$ cat config.mk
export PLATFORM = sky130hd
export DESIGN_NAME = order_frame_parser
export DESIGN_NICKNAME = d
export VERILOG_FILES = /design/src/rtl/order_pkg.sv /design/src/rtl/order_sync_fifo.sv /design/src/rtl/order_frame_parser.sv
export SDC_FILE = /design/constraint.sdc
export NUM_CORES = 1
export LEC_CHECK = 0
export ABC_AREA = 1
export CORE_MARGIN = 10
export CORE_UTILIZATION = 38
export DETAILED_ROUTE_END_ITERATION = 6
export DONT_BUFFER_PORTS = 1
export HOLD_SLACK_MARGIN = 0.08
export PLACE_DENSITY_LB_ADDON = 0.25
export REMOVE_ABC_BUFFERS = 1
export SLEW_MARGIN = 5
export SYNTH_ARGS = -nofsm -noshare
export SYNTH_HDL_FRONTEND = slang
export SYNTH_SLANG_ARGS = --single-unit
$ cat constraint.sdc
create_clock -name clk -period 9.2 [get_ports clk]
set_input_delay 0.46 -clock clk [delete_from_list [all_inputs] [get_ports clk]]
set_output_delay 0.46 -clock clk [all_outputs]
set_load 0.02 [all_outputs]
$ cat src/rtl/order_pkg.sv
// rtl/order_pkg.sv - shared frame layout constants and parser state encoding
package order_pkg;

  // Formatted frame layout: {seq[31:0], order[63:0], reserved[31:0]}
  localparam int FRAME_W = 128;
  localparam int ORDER_W = 64;
  localparam int SEQ_W   = 32;

  localparam int SEQ_HI = 127;
  localparam int SEQ_LO = 96;
  localparam int ORD_HI = 95;
  localparam int ORD_LO = 32;
  localparam int RSV_HI = 31;
  localparam int RSV_LO = 0;

  // Width of one stored entry: {seq, order}
  localparam int ENTRY_W = SEQ_W + ORDER_W;

  // Sequence tracker state
  typedef enum logic [0:0] {
    HUNT   = 1'b0,
    LOCKED = 1'b1
  } parser_state_t;

endpackage

$ cat src/rtl/order_sync_fifo.sv
// rtl/order_sync_fifo.sv - synchronous FIFO with full/empty flags and simultaneous push/pop
module order_sync_fifo #(
  parameter int WIDTH = 96,
  parameter int DEPTH = 4
) (
  input  logic             clk,
  input  logic             reset,
  input  logic             push,
  input  logic [WIDTH-1:0] push_data,
  input  logic             pop,
  output logic [WIDTH-1:0] head_data,
  output logic             full,
  output logic             empty
);

  localparam int AW = $clog2(DEPTH);
  localparam logic [AW:0] PTR_ONE = {{AW{1'b0}}, 1'b1};

  logic [WIDTH-1:0] mem [DEPTH];
  logic [AW:0]      wr_ptr;
  logic [AW:0]      rd_ptr;
  logic             do_push;
  logic             do_pop;

  // Pointers carry one extra wrap bit so full and empty are distinguishable
  assign empty = (wr_ptr == rd_ptr);
  assign full  = (wr_ptr[AW-1:0] == rd_ptr[AW-1:0]) && (wr_ptr[AW] != rd_ptr[AW]);

  // A push into a full FIFO is still taken when the head leaves in the same cycle
  always_comb begin
    do_pop  = pop && !empty;
    do_push = push && (!full || do_pop);
  end

  // Pointer update; reset empties the FIFO
  always_ff @(posedge clk) begin
    if (!reset) begin
      wr_ptr <= '0;
      rd_ptr <= '0;
    end else begin
      if (do_push) wr_ptr <= wr_ptr + PTR_ONE;
      if (do_pop)  rd_ptr <= rd_ptr + PTR_ONE;
    end
  end

  // Storage array; contents are don't-care while the pointers say empty
  always_ff @(posedge clk) begin
    if (do_push) mem[wr_ptr[AW-1:0]] <= push_data;
  end

  assign head_data = mem[rd_ptr[AW-1:0]];

endmodule

$ cat src/rtl/order_frame_parser.sv
// rtl/order_frame_parser.sv - validates formatted order frames and queues {seq, order} downstream
import order_pkg::*;

module order_frame_parser #(
  parameter int FIFO_DEPTH    = 4,
  parameter int CNT_W         = 16,
  parameter bit LOCK_ON_FIRST = 1'b1
) (
  input  logic               clk,
  input  logic               reset,
  input  logic [127:0]       formatted_order,
  input  logic               formatted_valid,
  output logic [63:0]        order_out,
  output logic [31:0]        order_seq_out,
  output logic               order_valid,
  input  logic               order_ready,
  output logic               seq_locked,
  output logic [CNT_W-1:0]   gap_count,
  output logic [CNT_W-1:0]   dup_count,
  output logic [CNT_W-1:0]   bad_hdr_count,
  output logic [CNT_W-1:0]   overflow_count,
  output logic               seq_error
);

  localparam parser_state_t RESET_STATE = LOCK_ON_FIRST ? HUNT : LOCKED;
  localparam logic [SEQ_W-1:0] SEQ_ONE = {{(SEQ_W-1){1'b0}}, 1'b1};
  localparam logic [CNT_W-1:0] CNT_ONE = {{(CNT_W-1){1'b0}}, 1'b1};
  localparam logic [CNT_W-1:0] CNT_MAX = '1;

  // Stage register
  logic               stg_valid;
  logic [FRAME_W-1:0] stg_frame;
  logic [SEQ_W-1:0]   stg_seq;
  logic [ORDER_W-1:0] stg_order;
  logic [31:0]        stg_rsv;

  // Sequence tracker
  parser_state_t      state;
  parser_state_t      state_next;
  logic [SEQ_W-1:0]   expected_seq;
  logic [SEQ_W-1:0]   expected_next;
  logic [SEQ_W-1:0]   seq_diff;

  // Classification of the staged frame
  logic               bad_hdr;
  logic               is_gap;
  logic               is_dup;
  logic               accept;
  logic               overflow;

  // FIFO interface
  logic               fifo_full;
  logic               fifo_empty;
  logic               fifo_pop;
  logic [ENTRY_W-1:0] fifo_head;

  assign stg_seq   = stg_frame[SEQ_HI:SEQ_LO];
  assign stg_order = stg_frame[ORD_HI:ORD_LO];
  assign stg_rsv   = stg_frame[RSV_HI:RSV_LO];

  // Stage 1: capture every qualified frame, there is no way to stall the formatter
  always_ff @(posedge clk) begin
    if (!reset) begin
      stg_valid <= 1'b0;
      stg_frame <= '0;
    end else begin
      stg_valid <= formatted_valid;
      if (formatted_valid) stg_frame <= formatted_order;
    end
  end

  // Tracker state register: state and the sequence number expected next
  always_ff @(posedge clk) begin
    if (!reset) begin
      state        <= RESET_STATE;
      expected_seq <= '0;
    end else begin
      state        <= state_next;
      expected_seq <= expected_next;
    end
  end

  // Next-state and classification: header check first, then lock, then sequence compare
  always_comb begin
    state_next    = state;
    expected_next = expected_seq;
    bad_hdr       = 1'b0;
    is_gap        = 1'b0;
    is_dup        = 1'b0;
    accept        = 1'b0;
    seq_diff      = stg_seq - expected_seq;
    if (stg_valid) begin
      if (stg_rsv != '0) begin
        bad_hdr = 1'b1;
      end else if (state == HUNT) begin
        accept        = 1'b1;
        state_next    = LOCKED;
        expected_next = stg_seq + SEQ_ONE;
      end else if (seq_diff == '0) begin
        accept        = 1'b1;
        expected_next = expected_seq + SEQ_ONE;
      end else if (!seq_diff[SEQ_W-1]) begin
        // Forward jump: keep the frame and resynchronise on it
        accept        = 1'b1;
        is_gap        = 1'b1;
        expected_next = stg_seq + SEQ_ONE;
      end else begin
        // Behind the expected sequence (modular): stale or duplicate
        is_dup = 1'b1;
      end
    end
  end

  // Tracker outputs
  always_comb begin
    seq_locked = (state == LOCKED);
  end

  // Sequence tracking advances regardless; storage may still refuse the frame
  assign fifo_pop = order_valid && order_ready;
  assign overflow = accept && fifo_full && !fifo_pop;

  order_sync_fifo #(
    .WIDTH (ENTRY_W),
    .DEPTH (FIFO_DEPTH)
  ) u_fifo (
    .clk       (clk),
    .reset     (reset),
    .push      (accept),
    .push_data ({stg_seq, stg_order}),
    .pop       (fifo_pop),
    .head_data (fifo_head),
    .full      (fifo_full),
    .empty     (fifo_empty)
  );

  // Head is zeroed while empty so the outputs read 0 out of reset
  assign order_valid   = !fifo_empty;
  assign order_out     = order_valid ? fifo_head[ORDER_W-1:0] : '0;
  assign order_seq_out = order_valid ? fifo_head[ENTRY_W-1:ORDER_W] : '0;

  // Error pulse lands in the same cycle the classified frame would appear at the head
  always_ff @(posedge clk) begin
    if (!reset) begin
      seq_error <= 1'b0;
    end else begin
      seq_error <= bad_hdr || is_gap || is_dup;
    end
  end

  // Saturating fault counters
  always_ff @(posedge clk) begin
    if (!reset) begin
      gap_count      <= '0;
      dup_count      <= '0;
      bad_hdr_count  <= '0;
      overflow_count <= '0;
    end else begin
      if (is_gap   && gap_count      != CNT_MAX) gap_count      <= gap_count + CNT_ONE;
      if (is_dup   && dup_count      != CNT_MAX) dup_count      <= dup_count + CNT_ONE;
      if (bad_hdr  && bad_hdr_count  != CNT_MAX) bad_hdr_count  <= bad_hdr_count + CNT_ONE;
      if (overflow && overflow_count != CNT_MAX) overflow_count <= overflow_count + CNT_ONE;
    end
  end

endmodule

Word level (Yosys, flattened, before mapping)
Memory sizes are Yosys's and may differ from the RTL's. A register that Yosys moved wholly into a read port is not among the register bits.
Index checks and enable logic that the tools add are counted.
{ "word_totals": {"input_bits": 132, "mem_bits_rw": 384, "elab_cells": 75, "memories": 1, "register_bits": 233} }
{ "mem_list": {"columns": ["name", "depth", "width", "read_ports", "rd_clocked_by_memory_dff", "write_ports", "line_no", "rtl"], "rows": [
  ["u_fifo.mem", 4, 96, 1, 1, 1, "order_sync_fifo.sv:19", "logic [WIDTH-1:0] mem [DEPTH];"]
]} }
{ "op_classes": {"bitwise": 1, "n_mux": 25, "add_sub_neg": 9, "n_eq_ne": 8, "n_reduce_logical": 20} }
{ "op_table": {"columns": ["op", "count"], "rows": [
  ["$mux 32", 4],
  ["$add 16x1->16 const B", 4],
  ["$add 32x1->32 const B", 2],
  ["$mux 64", 1],
  ["$ne 16x16->1 const B", 4],
  ["$logic_not 32->1", 1],
  ["$reduce_bool 32->1", 1],
  ["$sub 32x32->32", 1],
  ["$mux 1", 18],
  ["$logic_and 1x1->1", 10],
  ["$add 3x1->3 const B", 2],
  ["$mux 2", 2],
  ["$eq 3x3->1", 1],
  ["$logic_not 1->1", 3],
  ["$logic_or 1x1->1", 3],
  ["$ne 3x2->1 const B", 1],
  ["$reduce_and 3->1", 1],
  ["$eq 2x2->1", 1],
  ["$reduce_and 2->1", 1],
  ["$ne 1x1->1", 1],
  ["$not 1->1", 1]
]} }

Longest topological paths before layout
Gate-level depths: netlist of run 1.
{ "logic_depth": {"word_depth": 9, "mapped_depth": 25} }

Modules after synthesis
Synthesis of run 1 repeated with hierarchy kept, for this count alone.
{ "unflattened": {"hier_cells": 3344, "hier_area_um2": 28881.4} }
{ "modules_own_cells": {"columns": ["mod", "cells_per_inst", "area_per_inst_um2", "n_inst", "seq_area_each_um2"], "rows": [
  ["order_sync_fifo", 994, 14604.0, 1, 11691.2],
  ["order_frame_parser", 2350, 14277.4, 1, 4544.4]
]} }

Worst setup path before layout of run 1
Ideal clock, no wire load.
{ "synth_timing": {"path_type": "flip-flop to flip-flop", "startpoint": "register expected_seq[5]", "endpoint": "memory u_fifo.mem[3][0] (enable)", "synth_period_minus_slack_ns": 6.585, "setup_slack_ns": 2.615, "stages_incl_launch_ff": 18, "t_arrival_ns": 6.030, "setup_time_ns": 0.555, "cell_sequence": "dfxtp_1 > inv_1 > ha_1 > nand2_1 > inv_1 > a21oi_2 > nand2_2 > nand2_2 > nand2_1 > nand2_2 > nand2_2 > nand2_2 > nand2_4 > nand2_2 > nand2_2 > inv_2 > nand2_1 > nor2_1"} }
{ "synth_via": {"elab_chain_cells": 9} }
{ "synth_lines": {"columns": ["item", "line_no", "rtl"], "rows": [
  ["start, declared", "order_frame_parser.sv:40", "logic [SEQ_W-1:0] expected_seq;"],
  ["start signal, assigned", "order_frame_parser.sv:79", "expected_seq <= expected_next;"],
  ["$sub 32x32->32 *", "order_frame_parser.sv:91", "seq_diff = stg_seq - expected_seq;"],
  ["$logic_not 32->1 or $mux 1 (tied branches)", "order_frame_parser.sv:99, order_frame_parser.sv:102", null],
  ["$mux 1 *", "order_frame_parser.sv:99", "end else if (seq_diff == '0) begin"],
  ["$mux 1 *", "order_frame_parser.sv:95", "end else if (state == HUNT) begin"],
  ["$mux 1 *", "order_frame_parser.sv:93", "if (stg_rsv != '0) begin"],
  ["$mux 1 *", "order_frame_parser.sv:92", "if (stg_valid) begin"],
  ["$logic_and 1x1->1 *", "order_sync_fifo.sv:32", "do_push = push && (!full || do_pop);"],
  ["$mux 1 *", "order_sync_fifo.sv:48", "if (do_push) mem[wr_ptr[AW-1:0]] <= push_data;"],
  ["$mux 1 (not written as such) *", "order_sync_fifo.sv:48", null],
  ["end, declared", "order_sync_fifo.sv:19", null]
]} }
Mark *: on every way between the ends. The rest lies on a longest branch, timed or not.

Worst setup path in the final report of run 1
{ "layout_timing": {"startpoint": "register stg_frame[106]", "endpoint": "memory u_fifo.mem[1][58] (enable)"} }
{ "layout_via": {"elab_chain_cells": 9} }
{ "layout_lines": {"columns": ["item", "line_no", "rtl"], "rows": [
  ["start, declared", "order_frame_parser.sv:32", "logic [FRAME_W-1:0] stg_frame;"],
  ["start signal, assigned", "order_frame_parser.sv:68", "if (formatted_valid) stg_frame <= formatted_order;"],
  ["$sub 32x32->32 *", "order_frame_parser.sv:91", null],
  ["$logic_not 32->1 or $mux 1 (tied branches)", "order_frame_parser.sv:99, order_frame_parser.sv:102", null],
  ["$mux 1 *", "order_frame_parser.sv:99", null],
  ["$mux 1 *", "order_frame_parser.sv:95", null],
  ["$mux 1 *", "order_frame_parser.sv:93", null],
  ["$mux 1 *", "order_frame_parser.sv:92", null],
  ["$logic_and 1x1->1 *", "order_sync_fifo.sv:32", null],
  ["$mux 1 *", "order_sync_fifo.sv:48", null],
  ["$mux 1 (not written as such) *", "order_sync_fifo.sv:48", null]
]} }
Marked as above.

==> impl_metrics.json, run 1 <==
{
  "portBuffers": 0,
  "netlist_instances": 3271,
  "synth.avg_cell_area_um2": 8.74,
  "period_minus_slack_ns": 5.70,
  "io_pins": 295,
  "syn_to_final_growth_pct": 17.9,
  "overflow": 0,
  "synthDistinctLibCells": 51,
  "fin_nets": 3594,
  "ctsLongestPathBuffers": 3,
  "holdPathStages": 2,
  "reg2reg_depth": 18,
  "p_switching_w": 0.00180,
  "routabilityCongestion": 0.979,
  "p_per_area_mw_per_mm2": 196,
  "setup.worst_path.end_class": "flip-flop",
  "fp.dieW_um": 294,
  "p_seq_share_pct": 46.3,
  "path_class": "reg -> reg",
  "cap_violations": 0,
  "track_usage_pct": 18.1,
  "power_leakage_nw": 13.5,
  "post-route-period-util_pct": 61.9,
  "p_comb_share_pct": 12.8,
  "rsz0062_at_grt": "no",
  "cts-buffers-inserted": 69,
  "antenna_found_initial": 4,
  "regArea_mm2": 0.0162,
  "fmax_mhz": 176,
  "first_global_vias": 21900,
  "netlist_area_mm2": 0.0286,
  "die_y_um": 294,
  "total_power_w": 0.00662,
  "clock_latency_ns": 0.64,
  "grt_max_degree": 101,
  "vias": 22400,
  "nFillCells": 7190,
  "yosysSeqAreaShare_pct": 56.8,
  "cts_tree": "yes",
  "finalSetupViolCount": 0,
  "drc": 0,
  "start_kind": "flip-flop",
  "crit_required_ns": 9.43,
  "post_drt_wl_per_cell_um": 18.0,
  "ys_ff_latch": 619,
  "hold_start": "formatted_order[96]",
  "antenna_left": 0,
  "slew_violations": 0,
  "place_inst": 4118,
  "drt_iter0_drc": 1616,
  "vias_per_cell": 5.04,
  "r2r-start": "stg_frame[106]$_SDFFE_PN0P_",
  "clkPwrFrac_pct": 40.9,
  "grt_pass1_wl_um": 124000,
  "initial_core_util_pct": 38.4,
  "slew_headroom_pct": 40.0,
  "tns_ns": 0,
  "drive_above_1_share_pct": 5.18,
  "dr.pass1.iters": 6,
  "outcome": "finished clean",
  "worst_pin_slew_ns": 0.901,
  "rows": 100,
  "multi_input_area_mm2": 0.0103,
  "dieArea_mm2": 0.0866,
  "htree_levels": 3,
  "regToRegSetupSlack_ns": 3.50,
  "cts.sinks": 619,
  "cts-root-buf": "clkbuf_16",
  "cp.arrival_ns": 5.93,
  "p_int_w": 0.00482,
  "core_mm2": 0.0746,
  "detailed_place_hpwl_um": 49800,
  "layout_setup_ws_ns": 3.50,
  "report.final.hold_viol_count": 0,
  "wirelength_um": 80000,
  "peakVddDrop_mv": 0.113,
  "finalNonFillerCells": 4447,
  "worstReg2RegEnd": "u_fifo.mem[1][58]$_DFFE_PP_",
  "p_sw_share_pct": 27.2,
  "fin_skew_ns": 0.0402,
  "path_max_fanout": 55,
  "synth_warnings": 0,
  "crit_start": "stg_frame[106]$_SDFFE_PN0P_",
  "hold_end": "stg_frame[96]$_SDFFE_PN0P_",
  "clkTransAtPathRegs_ns": 0.06,
  "dp_slack_ns": 3.39,
  "hold_class": "in -> reg"
}
metal layers:
layer | track usage (%) | share of wire (%)
met5 | 0 | 0.033
met4 | 4.74 | 2.2
met3 | 4.46 | 6.9
met2 | 30.2 | 47
met1 | 23.0 | 44
layout by cell type (no fill, tap or decap), types with 3 or more instances in the layout:
cell type      Yosys  layout
a21oi_1          106     106
a31oi_1            8       8
buf_4              3      17
clkbuf_1         118      23
clkbuf_16          0      69
clkbuf_8           0      10
clkinv_1           1       9
clkinv_16          0       3
clkinv_2           0       5
dfxtp_1          235     233
dlygate4sd3_1      0     198
edfxtp_1         384     384
ha_1              42      42
inv_1            415     413
inv_2              6       6
inv_6              0       4
nand2_1          518     518
nand2_2           14      14
nand3_1          100      99
nand3_2            6       6
nand4_1           40      40
nor2_1           654     650
nor2_2            17      17
nor2_4             2       6
nor3_1            62      62
nor3b_1            6       6
nor4_1            16      16
o211ai_1          19      19
o21a_1             4       4
o21ai_0          286     286
o21ai_1           10      10
o32ai_1           96      96
xnor2_1            8       8
xor2_1            49      49
logic make-up after synthesis:
| group | count (synthesis) | share of synthesized area (%) |
|---|---|---|
| DFF | 619 | 56.8 |
| xor gates and xnor gates | 57 | 1.75 |
| and+or+nand+nor | 1450 | 21.1 |
| adders and majority gates | 42 | 1.84 |
| AOI/OAI and AO/OA | 542 | 11.1 |
| buffers and inverters | 561 | 7.47 |
power by group through the flow:
| stage | Combinational, W | Sequential, W | Clock [W] |
|---|---|---|---|
| finish | 0.000845 | 0.00307 | 0.00271 |
| floorplan | 0.000558 | 0.00312 | 0 |
| global route | 0.000946 | 0.00308 | 0.00289 |
| global placement | 0.000760 | 0.00312 | 0 |
| detailed placement | 0.000758 | 0.00313 | 0 |
| CTS | 0.000850 | 0.00307 | 0.00278 |
flip-flops by register name, summed over array words and instances (netlist names), named ones only:
register,count
bad_hdr_count,16
dup_count,16
expected_seq,32
gap_count,16
overflow_count,16
seq_error,1
seq_locked,1
stg_frame,128
stg_valid,1
u_fifo.mem,384
u_fifo.rd_ptr,3
u_fifo.wr_ptr,3
critical path: stages, from the launching register on:
cell	delay (ns)
dfxtp_1	0.53
ha_1	0.37
nand2_1	0.14
inv_1	0.05
nand2_1	0.06
nand2_1	0.10
a21oi_1	0.19
nand2_1	0.12
nand2_2	0.10
nand2_2	0.05
nand2_2	0.08
nand2_4	0.08
nand2_2	0.10
nand2_2	0.43
inv_2	0.75
nand2_1	0.50
nor2_4	0.18
buf_4	0.54
buf_4	0.79
stage by stage:
stage	hold slack, ns	util [%]	instance area [um2]
finish	0.147	45.2	33700
global route	0.122	45.2	33700
global placement	0.460	39.5	29500
CTS	0.0809	45.2	33700
floorplan	0.446	-	28100
detailed placement	0.466	39.5	29500
how the worst max path moves through the flow:
stage / end / slack, ns / depth (start not counted)
floorplan: order_out[0] / 1.21 / 5
global placement: u_fifo.mem[1][90]$_DFFE_PP_ / 3.49 / 18
detailed placement: u_fifo.mem[1][91]$_DFFE_PP_ / 3.39 / 18
CTS: u_fifo.mem[1][7]$_DFFE_PP_ / 3.38 / 18
global route: u_fifo.mem[0][7]$_DFFE_PP_ / 2.98 / 18
finish: u_fifo.mem[1][58]$_DFFE_PP_ / 3.50 / 18
area by class of cell:
type / instances / area share (%)
tap: 969 / 3.59
clock inverter: 25 / 0.849
sequential: 619 / 48.2
multi-input combinational: 2091 / 30.5
clock buffer: 102 / 5.78
antenna: 2 / 0.0148
inverter: 422 / 4.73
timing repair buffer: 217 / 6.42
Yosys cell counts, drive strengths merged:
cell type,number,share of area (%)
nand3,107,2.0
a21o,2,0.052
a211oi,1,0.026
inv,421,5.5
o211ai,19,0.50
nor3,65,1.2
o21ai,297,5.2
nand3b,2,0.052
o21a,4,0.10
buf,21,0.38
or2,3,0.066
nor2,674,9.1
o31ai,1,0.026
and3,2,0.044
a31oi,8,0.17
a311oi,1,0.031
ha,42,1.8
nor4,16,0.35
nand4,40,0.87
dfxtp,235,16
a21boi,1,0.026
a221oi,2,0.061
xor2,49,1.5
o2111ai,1,0.031
a21oi,108,1.9
edfxtp,384,40
xnor2,8,0.24
clkbuf,118,1.5
clkinv,1,0.013
o21bai,1,0.026
o32ai,96,2.9
nand2,533,7.1
nor3b,6,0.16
and2,2,0.044
timing repair:
action,in CTS,in global routing
setup buffers,0,0
gates resized for setup,0,0
hold endpoints to repair,164,0
hold buffers,200,0
Power figures use the tool's default switching activity.
==> run 2: changes to the inputs <==
==> constraint.sdc (replaced) <==
create_clock -name clk -period 5 [get_ports clk]
set_input_delay 0.25 -clock clk [delete_from_list [all_inputs] [get_ports clk]]
set_output_delay 0.25 -clock clk [all_outputs]
set_load 0.02 [all_outputs]
==> run 2 against run 1 <==
Via count up 0.32%. Combinational power up 82%. Fmax up 47%. Die area unchanged. Setup slack worse by 2.4 ns. Sequential power up 84%. Global-route usage about the same. Largest power group unchanged.
==> impl_metrics.json, run 2 (synthesized netlist as in run 1, its figures left out) <==
{
  "slew_violations": 0,
  "wirelength_um": 80100,
  "overflow": 0,
  "path_max_fanout": 96,
  "layout_setup_ws_ns": 1.13,
  "cts-root-buf": "clkbuf_16",
  "detailed_place_hpwl_um": 49800,
  "routed-wl-met2_um": 37800,
  "postCtsSetupBuffers": 0,
  "hold_class": "in -> reg",
  "largest_reg_flops": 384,
  "power_leakage_nw": 13.5,
  "met1_length_um": 35400,
  "fin_skew_ns": 0.0248,
  "antenna_found_initial": 3,
  "dr.max_layer_used": "met5",
  "clkTransAtPathRegs_ns": 0.06,
  "met3WireLength_um": 5210,
  "post-route-util_pct": 45.4,
  "path_class": "reg -> reg",
  "drc": 0,
  "finalSetupViolCount": 0,
  "post-route-period-util_pct": 77.3,
  "vias": 22500,
  "grt_max_degree": 124,
  "antenna_left": 0,
  "cts_tree": "yes",
  "core_mm2": 0.0746,
  "track_usage_pct": 18.1,
  "htree_levels": 3,
  "crit_required_ns": 5.22,
  "fp.dieW_um": 294,
  "cp.arrival_ns": 4.09,
  "worst_pin_slew_ns": 1.03,
  "io_pins": 295,
  "cts-buffers-inserted": 70,
  "ctsLongestPathBuffers": 3,
  "vias_per_cell": 5.06,
  "dieArea_mm2": 0.0866,
  "rows": 100,
  "final_common_cell": "nor2_1",
  "grt_pass1_wl_um": 125000,
  "clock_latency_ns": 0.61,
  "period_minus_slack_ns": 3.87,
  "portBuffers": 0,
  "dr.pass1.iters": 7,
  "die_y_um": 294,
  "r2r-start": "stg_frame[113]$_SDFFE_PN0P_",
  "fmax_mhz": 259,
  "total_power_w": 0.0125,
  "slew_headroom_pct": 30.9,
  "routabilityCongestion": 0.903,
  "post_drt_wl_per_cell_um": 18.0,
  "hold_start": "reset",
  "first_global_vias": 21800,
  "outcome": "finished clean",
  "cap_violations": 0,
  "dp_slack_ns": 1.12,
  "cts_resized": 0,
  "report.final.hold_viol_count": 0,
  "start_kind": "flip-flop",
  "syn_to_final_growth_pct": 18.3,
  "crit_start": "stg_frame[113]$_SDFFE_PN0P_",
  "cts.sinks": 619,
  "fin_nets": 3587,
  "peakVddDrop_mv": 0.217,
  "layout_common_cells": "nor2_1, nand2_1, inv_1",
  "initial_core_util_pct": 38.4,
  "placed_cell_area_mm2": 0.0296,
  "p_per_area_mw_per_mm2": 370,
  "drt_iter0_drc": 1624,
  "setup.worst_path.end_class": "flip-flop",
  "stdcell_area_mm2": 0.0338,
  "drive_above_1_share_pct": 5.71,
  "rsz0062_at_grt": "no"
}
-- run 2: cell count changes in the layout (fill, tap and decap cells not counted), sizes merged, moves of 2 or more --
cell,change
buf,+5
clkbuf,-9
dlygate4sd3,-13
clkinvlp,+2
bufinv,+7
-- run 2: where the power goes --
group          leakage [nW]  internal (W)  switching (W)
registers              5.44       0.00551       0.000152
clock network          1.16       0.00317        0.00214
logic                  6.95      0.000493        0.00105
-- run 2: path summary, 6_finish.rpt --
| kind | endpoint | slack (ns) | cells past startpoint |
|---|---|---|---|
| max | u_fifo.mem[2][6]$_DFFE_PP_ | 1.13 | 17 |
| min reg2reg | u_fifo.rd_ptr[2]$_SDFFE_PN0P_ | 0.47 | 2 |
| min | gap_count[14]$_SDFFE_PN0P_ | 0.13 | 3 |
| max reg2reg | u_fifo.mem[2][6]$_DFFE_PP_ | 1.13 | 17 |
-- run 2: layer usage --
layer  global-route usage [%]  vias to the layer above
met5                        0                        -
met4                     4.68                        2
met3                     4.22                      102
met2                     30.2                      548
met1                     23.3                    10600
li1                         -                    11200
-- run 2: cell type report --
class | count | area (um2)
Fill cell | 7094 | 40700
Sequential cell | 619 | 16200
Multi-Input combinational cell | 2091 | 10300
Timing Repair Buffer | 209 | 2130
Clock buffer | 93 | 1900
Inverter | 422 | 1590
Tap cell | 969 | 1210
Clock inverter | 35 | 485
Antenna cell | 1 | 2.50
-- run 2: stage by stage --
step,instances,hold WS (ns),TNS (ns)
global placement,4123,0.387,0
CTS,4438,0.121,0
floorplan,3132,0.343,-1239.60
finish,4439,0.134,0
global route,4439,0.146,0
detailed placement,4123,0.384,0
-- run 2: repair_timing --
item	4_1_cts	5_1_grt
hold buffers	187	0
setup endpoints to repair	0	0
hold endpoints to repair	181	0
-- run 2: worst max-delay path, cell delays in order, from the launching register on --
cell and delay [ns]:
dfxtp_1 0.56, ha_1 0.38, nand2_1 0.13, inv_1 0.05, nand2_1 0.06, nand2_1 0.06
nand2_1 0.06, nand2_1 0.07, a21oi_1 0.28, nand2_2 0.09, nand2_2 0.08, nand2_4 0.07
nand2_2 0.10, nand2_2 0.27, inv_2 0.13, nand2_1 0.29, nor2_4 0.21, buf_12 0.49
==> run 3: changes to the inputs <==
--- a/config.mk
+++ b/config.mk
@@ -5,7 +5,7 @@
 export SDC_FILE = /design/constraint.sdc
 export NUM_CORES = 1
 export LEC_CHECK = 0
-export ABC_AREA = 1
+export ABC_AREA = 0
 export CORE_MARGIN = 10
 export CORE_UTILIZATION = 38
 export DETAILED_ROUTE_END_ITERATION = 6
==> constraint.sdc (replaced) <==
create_clock -name clk -period 3.8 [get_ports clk]
set_input_delay 0.19 -clock clk [delete_from_list [all_inputs] [get_ports clk]]
set_output_delay 0.19 -clock clk [all_outputs]
set_load 0.02 [all_outputs]
==> run 3 against run 2 <==
Synthesized area is 4.9% lower. Final area is 1.4% higher. Sequential share of layout area shrank 0.62 points. Combinational power is 23% lower. Critical path type unchanged. Largest power group unchanged.
==> impl_metrics.json, run 3 <==
{
  "outcome": "finished clean",
  "clock_latency_ns": 0.62,
  "total_power_w": 0.0154,
  "period_minus_slack_ns": 3.63,
  "cts-root-buf": "clkbuf_16",
  "final_common_cell": "edfxtp_1",
  "ctsLongestPathBuffers": 3,
  "setup.worst_path.end_class": "flip-flop",
  "placed_cell_area_mm2": 0.0290,
  "p_per_area_mw_per_mm2": 448,
  "synthFlopType": "edfxtp_1",
  "power_leakage_nw": 11.7,
  "die_y_um": 288,
  "antenna_left": 0,
  "fin_skew_ns": 0.0191,
  "dp_slack_ns": -0.161,
  "ys_ff_latch": 619,
  "synth_common_cells": "edfxtp_1, dfxtp_1, nor2_1, mux2i_1, nor2b_1",
  "routabilityCongestion": 0.877,
  "stdcell_area_mm2": 0.0343,
  "first_global_vias": 19200,
  "start_kind": "flip-flop",
  "post-route-period-util_pct": 95.5,
  "fp.dieW_um": 288,
  "post_drt_wl_per_cell_um": 20.6,
  "core_mm2": 0.0712,
  "initial_core_util_pct": 38.2,
  "htree_levels": 3,
  "largest_reg_flops": 384,
  "grt_max_degree": 130,
  "dr.max_layer_used": "met5",
  "overflow": 0,
  "netlist_instances": 2150,
  "synth_area_leaders": "edfxtp_1, dfxtp_1, mux4_2, mux2i_1, nor2_1",
  "wirelength_um": 71800,
  "fmax_mhz": 275,
  "cpMaxStageDelayCell": "ha_1",
  "track_usage_pct": 17.0,
  "finalNonFillerCells": 3488,
  "dieArea_mm2": 0.0827,
  "nFillCells": 6272,
  "yosysTopAreaCellShare_pct": 42.4,
  "finalSetupViolCount": 0,
  "drive_above_1_share_pct": 15.8,
  "synth_warnings": 0,
  "cp.arrival_ns": 4.16,
  "yosysMostFrequentCell": "edfxtp_1",
  "crit_chain": "inv_1 > ha_1 > nand2_1 > o21a_1 > o21ai_0 > nand4_1 > nor4bb_1 > nor3_2 > nor4_1 > and4bb_2 > buf_12 > buf_4 > or3_1 > a31oi_1",
  "cts-buffers-inserted": 71,
  "synth_edf_count": 384,
  "vias": 18500,
  "io_pins": 295,
  "met3WireLength_um": 5120,
  "syn_to_final_growth_pct": 26.1,
  "synth.avg_cell_area_um2": 12.7,
  "hold_class": "in -> reg",
  "clkTransAtPathRegs_ns": 0.06,
  "rows": 98,
  "path_max_fanout": 34,
  "worst_pin_slew_ns": 0.925,
  "crit_required_ns": 4.33,
  "yosysSeqAreaShare_pct": 59.7,
  "fin_nets": 2652,
  "routed-wl-met2_um": 34800,
  "place_inst": 3090,
  "peakVddDrop_mv": 0.322,
  "synthDistinctLibCells": 81,
  "portBuffers": 0,
  "cts.sinks": 619,
  "cap_violations": 0,
  "slew_violations": 0,
  "met1_length_um": 30300,
  "netlist_area_mm2": 0.0272,
  "layout_common_cells": "edfxtp_1, dlygate4sd3_1, nor2_1, dfxtp_1, mux2i_1",
  "antenna_found_initial": 1,
  "slew_headroom_pct": 38.3,
  "detailed_place_hpwl_um": 47000,
  "slowest_delay_ns": 0.47,
  "drc": 0,
  "async_reset_ff_share_pct": 0,
  "drt_iter0_drc": 1038,
  "dr.pass1.iters": 5,
  "yosysTopAreaCell": "edfxtp_1",
  "vias_per_cell": 5.30,
  "layout_setup_ws_ns": 0.169,
  "path_class": "reg -> reg",
  "cts_tree": "yes",
  "report.final.hold_viol_count": 0,
  "holdWs_ns": 0.183,
  "grt_pass1_wl_um": 111000
}
## run 3: cell types whose count changed in the layout (fill, tap and decap cells not counted), sizes merged, moves of 74 or more
cell         delta
mux4           +96
inv           -371
nand2         -431
buf            +92
nor2b         +102
o32ai          -96
dlygate4sd3    +74
o21ai         -242
mux2i         +141
nor2          -445
## run 3: kinds of logic after synthesis
group,synth area share [%]
adder cells (fa/ha/maj),1.93
AND/OR/NAND/NOR,13.6
multiplexers,13.1
XOR/XNOR,2.64
buffers and inverters,2.70
flip-flops,59.7
AO/OA/AOI/OAI,6.32
## run 3: where the power goes
group          switching, W  leakage [nW]  internal, W
clock               0.00278          1.15      0.00409
combinational      0.000581          5.15     0.000598
sequential        0.0000933          5.42      0.00721
## run 3: routing by layer
metal / global-route usage [%] / vias up
li1: - / 8690
met1: 21.1 / 9203
met2: 28.4 / 476
met3: 4.80 / 109
met4: 5.17 / 2
met5: 0 / -
## run 3: worst max-delay path: cells and delay by family, from the launching register on
kind | cells | cell delay [ns]
simple gates | 7 | 1.61
flops | 1 | 0.34
compound gates | 3 | 0.70
fa+ha+maj | 1 | 0.47
buf+inv | 3 | 0.40
## run 3: per-stage QoR
step                      setup TNS (ns)  utilization [%]
after CTS                              0             47.8
after global routing             -0.0303             48.2
after detailed placement          -28.88             40.7
final                                  0             48.2
after floorplan                 -1005.53                -
after global placement            -63.48             40.7
## run 3: final cells by class
| cell class | count | area [um2] | share of cell area (%) |
|---|---|---|---|
| Sequential cell | 619 | 16300 | 47.4 |
| Multi-Input combinational cell | 1361 | 10500 | 30.6 |
| Timing Repair Buffer | 375 | 3800 | 11.1 |
| Clock buffer | 105 | 2070 | 6.03 |
| Tap cell | 950 | 1190 | 3.46 |
| Clock inverter | 27 | 313 | 0.912 |
| Inverter | 50 | 195 | 0.569 |
| Antenna cell | 1 | 2.50 | 0.00729 |
## run 3: final timing paths
kind,endpoint,start,cells past startpoint,slack [ns]
setup / recovery,expected_seq[10]$_SDFFE_PN0P_,expected_seq[10]$_SDFFE_PN0P_,14,0.17
hold / removal,u_fifo.wr_ptr[1]$_SDFFE_PN0N_,order_ready,5,0.18
setup reg to reg,expected_seq[10]$_SDFFE_PN0P_,expected_seq[10]$_SDFFE_PN0P_,14,0.17
hold reg to reg,u_fifo.mem[3][47]$_DFFE_PP_,stg_frame[79]$_SDFFE_PN0P_,0,0.50
## run 3: what timing repair did
action                                 CTS  global route
pin swaps                                1             4
endpoints found under the hold margin  174             0
cloned                                   1             0
hold buffers                           260             0
resized for setup                        6            58
setup endpoints to repair              401           440
buffers inserted                         1             3
